## config.mk

```make
export PLATFORM = sky130hd
export DESIGN_NAME = snn_inference_sequencer
export DESIGN_NICKNAME = d
export VERILOG_FILES = /design/src/rtl/snn_inference_sequencer.sv
export SDC_FILE = /design/constraint.sdc
export NUM_CORES = 1
export LEC_CHECK = 0
export ABC_AREA = 1
export ABC_CLOCK_PERIOD_IN_PS = 1600
export CAP_MARGIN = 20
export CORE_ASPECT_RATIO = 1.2
export CORE_MARGIN = 2
export CORE_UTILIZATION = 35
export DETAILED_ROUTE_END_ITERATION = 8
export PLACE_DENSITY = 0.64
export SYNTH_ARGS = -nofsm -noshare
export SYNTH_HDL_FRONTEND = slang
export SYNTH_SLANG_ARGS = --single-unit
```

## constraint.sdc

```tcl
create_clock -name clk -period 1.6 [get_ports clk]
set_clock_uncertainty 0.15 [all_clocks]
set_input_delay 0.32 -clock clk [delete_from_list [all_inputs] [get_ports clk]]
set_output_delay 0.32 -clock clk [all_outputs]
set_load 0.01 [all_outputs]
```

## src/rtl/snn_inference_sequencer.sv

```systemverilog
// Timestep sequencer for a two-layer spiking classifier: latches an image, clears the network,
// issues T_STEPS pulses, counts output spikes per class and reports the winning class.
module snn_inference_sequencer #(
    parameter int N_PIX      = 25,
    parameter int N_OUT      = 2,
    parameter int T_STEPS    = 16,
    parameter int SETTLE_CYC = 2,
    parameter int CNT_W      = 8,
    localparam int IDX_W     = (N_OUT > 1) ? $clog2(N_OUT) : 1
) (
    input  logic                   clk,
    input  logic                   reset,
    input  logic                   start,
    input  logic                   abort,
    input  logic [N_PIX-1:0]       pix_in,
    output logic                   busy,
    output logic                   done,
    output logic [IDX_W-1:0]       class_idx,
    output logic [N_OUT*CNT_W-1:0] spike_count,
    output logic                   net_reset,
    output logic                   net_pulse,
    output logic [N_PIX-1:0]       net_pixel,
    input  logic [N_OUT-1:0]       net_spike
);
    localparam int STEP_W = (T_STEPS > 1) ? $clog2(T_STEPS) : 1;
    localparam int SET_W  = (SETTLE_CYC > 1) ? $clog2(SETTLE_CYC) : 1;

    typedef enum logic [2:0] {IDLE, CLEAR, STEP, SETTLE, DECIDE, DONE} state_t;

    state_t             state_reg, state_next;
    logic [STEP_W-1:0]  step_reg;
    logic [SET_W-1:0]   settle_reg;
    logic [IDX_W-1:0]   class_idx_reg;
    logic [N_PIX-1:0]   net_pixel_reg;
    logic               busy_reg, done_reg, net_reset_reg, net_pulse_reg;
    logic               busy_next, done_next, net_reset_next, net_pulse_next;
    logic               accept, abort_taken, last_settle, last_step, sample;
    logic [IDX_W-1:0]   best_idx;
    logic [CNT_W-1:0]   best_val;

    assign accept      = (state_reg == IDLE) && start;
    assign abort_taken = abort && (state_reg != IDLE);
    assign last_settle = (settle_reg == SET_W'(SETTLE_CYC - 1));
    assign last_step   = (step_reg == STEP_W'(T_STEPS - 1));
    assign sample      = (state_reg == SETTLE) && last_settle && !abort_taken;

    always_ff @(posedge clk) begin
        if (reset) begin
            state_reg <= IDLE;
        end else begin
            state_reg <= state_next;
        end
    end

    always_comb begin
        state_next = state_reg;
        case (state_reg)
            IDLE:    if (start) state_next = CLEAR;
            CLEAR:   state_next = STEP;
            STEP:    state_next = SETTLE;
            SETTLE:  if (last_settle) state_next = last_step ? DECIDE : STEP;
            DECIDE:  state_next = DONE;
            DONE:    state_next = IDLE;
            default: state_next = IDLE;
        endcase
        if (abort_taken) begin
            state_next = IDLE;
        end
    end

    // Control outputs are decoded from the next state and registered, so they align with the state.
    always_comb begin
        busy_next      = (state_next == CLEAR) || (state_next == STEP) ||
                         (state_next == SETTLE) || (state_next == DECIDE);
        done_next      = (state_next == DONE);
        net_pulse_next = (state_next == STEP);
        net_reset_next = (state_next == CLEAR) || abort_taken;
    end

    always_ff @(posedge clk) begin
        if (reset) begin
            busy_reg      <= 1'b0;
            done_reg      <= 1'b0;
            net_pulse_reg <= 1'b0;
            net_reset_reg <= 1'b1;
            net_pixel_reg <= '0;
            class_idx_reg <= '0;
            step_reg      <= '0;
            settle_reg    <= '0;
        end else begin
            busy_reg      <= busy_next;
            done_reg      <= done_next;
            net_pulse_reg <= net_pulse_next;
            net_reset_reg <= net_reset_next;
            if (accept) begin
                net_pixel_reg <= pix_in;
                step_reg      <= '0;
            end else if (sample && !last_step) begin
                step_reg <= step_reg + STEP_W'(1);
            end
            if (state_reg == SETTLE && !last_settle) begin
                settle_reg <= settle_reg + SET_W'(1);
            end else begin
                settle_reg <= '0;
            end
            if (state_reg == DECIDE && !abort_taken) begin
                class_idx_reg <= best_idx;
            end
        end
    end

    generate
        for (genvar gi = 0; gi < N_OUT; gi++) begin : gen_cnt
            logic [CNT_W-1:0] count_reg;
            always_ff @(posedge clk) begin
                if (reset || accept) begin
                    count_reg <= '0;
                end else if (sample && net_spike[gi] && (count_reg != {CNT_W{1'b1}})) begin
                    count_reg <= count_reg + CNT_W'(1);
                end
            end
            assign spike_count[gi*CNT_W +: CNT_W] = count_reg;
        end
    endgenerate

    // Strict greater-than keeps the lowest index on ties and yields 0 when all counts are zero.
    always_comb begin
        best_idx = '0;
        best_val = spike_count[0 +: CNT_W];
        for (int i = 1; i < N_OUT; i++) begin
            if (spike_count[i*CNT_W +: CNT_W] > best_val) begin
                best_val = spike_count[i*CNT_W +: CNT_W];
                best_idx = IDX_W'(i);
            end
        end
    end

    assign busy      = busy_reg;
    assign done      = done_reg;
    assign class_idx = class_idx_reg;
    assign net_reset = net_reset_reg;
    assign net_pulse = net_pulse_reg;
    assign net_pixel = net_pixel_reg;
endmodule
```

==> results.py <==
metrics = {
    "run_status": {
        "status": "complete, no violations",
    },
    "grt": {
        "track_usage": 0.157,
        "antenna_found_initial": 0,
        "first_global_vias": 2541,
        "grt_start_max_net_pins": 27,
        "grt_pass1_wl_microns": 10800,
        "overflow": 0,
    },
    "detailed_routing": {
        "firstDrtPassIters": 4,
        "viasPerCell": 4.81,
        "drtIter0Drc": 54,
        "wire_per_inst_microns": 12.1,
        "wl_microns": 6420,
        "vias": 2552,
        "drc": 0,
        "ant_nets": 0,
    },
    "power": {
        "p_sw_mw": 0.668,
        "p_comb_frac": 0.148,
        "ir_drop_uv": 422,
        "p_sw_frac": 0.248,
        "seqPwrFrac": 0.526,
        "p_int_mw": 2.02,
        "clkPwrFrac": 0.326,
        "power_density_mw_per_mm2": 721,
        "cellLeakagePower_nw": 1.70,
    },
    "sta": {
        "whs_ps": 311,
        "finalSetupTns_ps": 0,
        "hold_violations": 0,
        "min_period_ps": 1510,
        "setup_viol": 0,
        "fmax_mhz": 663,
        "finalCritPeriodShare": 0.943,
        "setup_ws_ps": 91.6,
        "final-max-slew-violation-count": 0,
        "max_slew_margin": 0.809,
        "tightest_slew_ps": 286,
    },
    "cts": {
        "clockBufferDepth": 2,
        "cts_max_level": 2,
        "cts_root_buffer": "clkbuf_8",
        "clock_sinks": 54,
        "insertion_delay_ps": 300,
        "cts_buffers": 5,
        "clkTransAtPathRegs_ps": 90,
        "cts_tree": "yes",
        "cts_hold_buf": 0,
    },
    "layout": {
        "nets": 482,
        "final_common_cell": "nand2_1",
        "mostFrequentLayoutCells": "nand2_1, dlygate4sd2_1, dfxtp_1, a21oi_1, nand3_1",
        "syn_to_final_growth_pct": 42.0,
        "insertedDiodeCount": 0,
        "largest_reg_flops": 25,
        "drive_gt1_frac": 0.184,
        "instances_no_fill": 531,
    },
    "floorplan": {
        "rows": 34,
        "die_w_microns": 83.1,
        "fp.dieH_microns": 99.0,
        "ios": 77,
        "dieArea_sq_mm": 0.00823,
        "core_sq_mm": 0.00727,
        "initial_utilization": 0.362,
    },
    "synthesis": {
        "yosys.area_share.adder": 0.0523,
        "synth_nets": 386,
        "synth_seq_area_share": 0.411,
        "syn_area_sq_mm": 0.00263,
        "avgSynthCellArea_sq_um": 7.65,
        "synth_mux_area_frac": 0,
        "syn-instance-count": 344,
        "synth-seq-cells": 54,
        "synthXorXnorAreaFrac": 0.0333,
        "synth_warnings": 0,
        "synth_compound_area_frac": 0.110,
        "synth_top_family_by_area": "simple AND/OR/NAND/NOR gates",
        "synth.distinct_cells": 31,
        "yosys.area_share.simple": 0.329,
    },
    "flow_run": {
        "max-cap-violations": 0,
    },
    "min_path": {
        "min-delay-start": "net_pixel[22]",
        "holdPathStages": 2,
        "hold_end": "net_pixel[22]",
        "hold_class": "reg -> reg",
    },
    "setup_path": {
        "end_kind": "register",
        "cp-start-kind": "register",
        "worst-path-max-fanout": 5,
        "cp_data_arrival_time_ps": 1600,
        "r2r-start": "state_reg[1]",
        "worstPathRequired_ps": 1690,
        "r2r_end": "step_reg[0]",
        "r2r_setup_slack_ps": 90,
        "worstRegToRegCells": 7,
        "path_class": "reg -> reg",
    },
    "placement": {
        "dp_hpwl_microns": 4830,
        "gp_congestion": 0.819,
        "dpl.cell_count": 520,
        "pre_cts_slack_ps": -98.9,
        "io_buffers": 76,
    },
}
cells in the mapped netlist:
cell      instances  share of area
nand2_1         100           0.14
dfxtp_1          54           0.41
a21oi_1          36          0.069
nand3_1          35          0.067
inv_1            23          0.033
nor2_1           21          0.030
ha_1             11          0.052
a21oi_2          10          0.033
xor2_1            7          0.023
clkbuf_1          6         0.0086
nand3_2           4          0.015
buf_6             3          0.013
inv_2             3         0.0043
nand3b_1          3         0.0086
nor2_4            3          0.013
nor3_1            3         0.0057
xnor2_1           3          0.010
buf_2             2         0.0038
nand2_4           2         0.0086
nand4_1           2         0.0048
nand4_2           2         0.0095
o21ai_0           2         0.0038
a21o_1            1         0.0029
and2_1            1         0.0024
buf_1             1         0.0014
nand2_2           1         0.0024
nand2_8           1         0.0076
nor2_8            1         0.0076
o21ai_1           1         0.0019
or2_1             1         0.0024
or2_2             1         0.0024
power groups by stage:
stage                     sequential, mW  clock, mW  combinational (mW)
after global routing                1.42      0.945               0.438
after CTS                           1.42      0.910               0.391
after floorplan                     1.47          0               0.172
final                               1.42      0.877               0.398
after detailed placement            1.45          0               0.424
after global placement              1.45          0               0.421
worst max-delay path, stage by stage, from the launching register on:
cell	delay [ps]
dfxtp_2	360
nor2_4	180
nand2_4	90
nand2_4	120
buf_4	120
nand3_2	70
or2_1	230
a21oi_2	120
what timing repair did:
item / 4_1_cts / 5_1_grt
pin swaps: 0 / 3
gates cloned: 0 / 1
gates resized for setup: 59 / 11
endpoints found under the setup margin: 46 / 18
setup buffers: 0 / 2
kinds of logic after synthesis:
group | after synthesis
flip-flops | 54
adder cells (fa/ha/maj) | 11
AO/OA/AOI/OAI | 50
AND/OR/NAND/NOR | 181
XOR/XNOR | 10
buffers and inverters | 38
layout make-up:
| cell class | instances | area [sq um] |
|---|---|---|
| Sequential cell | 54 | 1110 |
| Inverter | 26 | 97.6 |
| Timing Repair Buffer | 100 | 896 |
| Tap cell | 90 | 113 |
| Clock buffer | 8 | 110 |
| Multi-Input combinational cell | 253 | 1410 |
| Fill cell | 717 | 3540 |
worst max-delay path by stage:
| stage | start | slack (ps) | cells past startpoint | to |
|---|---|---|---|---|
| 6_report | state_reg[1] | 90 | 7 | step_reg[0] |
| 5_1_grt | state_reg[1] | -0.7 | 7 | gen_cnt[1].count_reg[3] |
| 4_1_cts | gen_cnt[0].count_reg[0] | 30 | 8 | gen_cnt[0].count_reg[1] |
| 3_5_place_dp | abort | -100 | 5 | gen_cnt[1].count_reg[1] |
| 3_3_place_gp | abort | -80 | 7 | busy |
| 2_1_floorplan | gen_cnt[0].count_reg[3] | 150 | 10 | class_idx |
through the flow:
step	power (mW)	cell area, sq um	util
6_report	2.69	3730	0.513
5_1_grt	2.81	3730	0.513
4_1_cts	2.72	3680	0.506
3_5_place_dp	1.88	3610	0.496
3_3_place_gp	1.87	3610	0.496
2_1_floorplan	1.65	2630	-
per-layer routing:
metal  track usage  part of all wire  up-vias
met3        0.0595             0.090       11
met2         0.271              0.47       74
met4        0.0580             0.019        0
li1              -                 -     1313
met5             0                 0        -
met1         0.176              0.42     1154
Power figures use the tool's default switching activity.
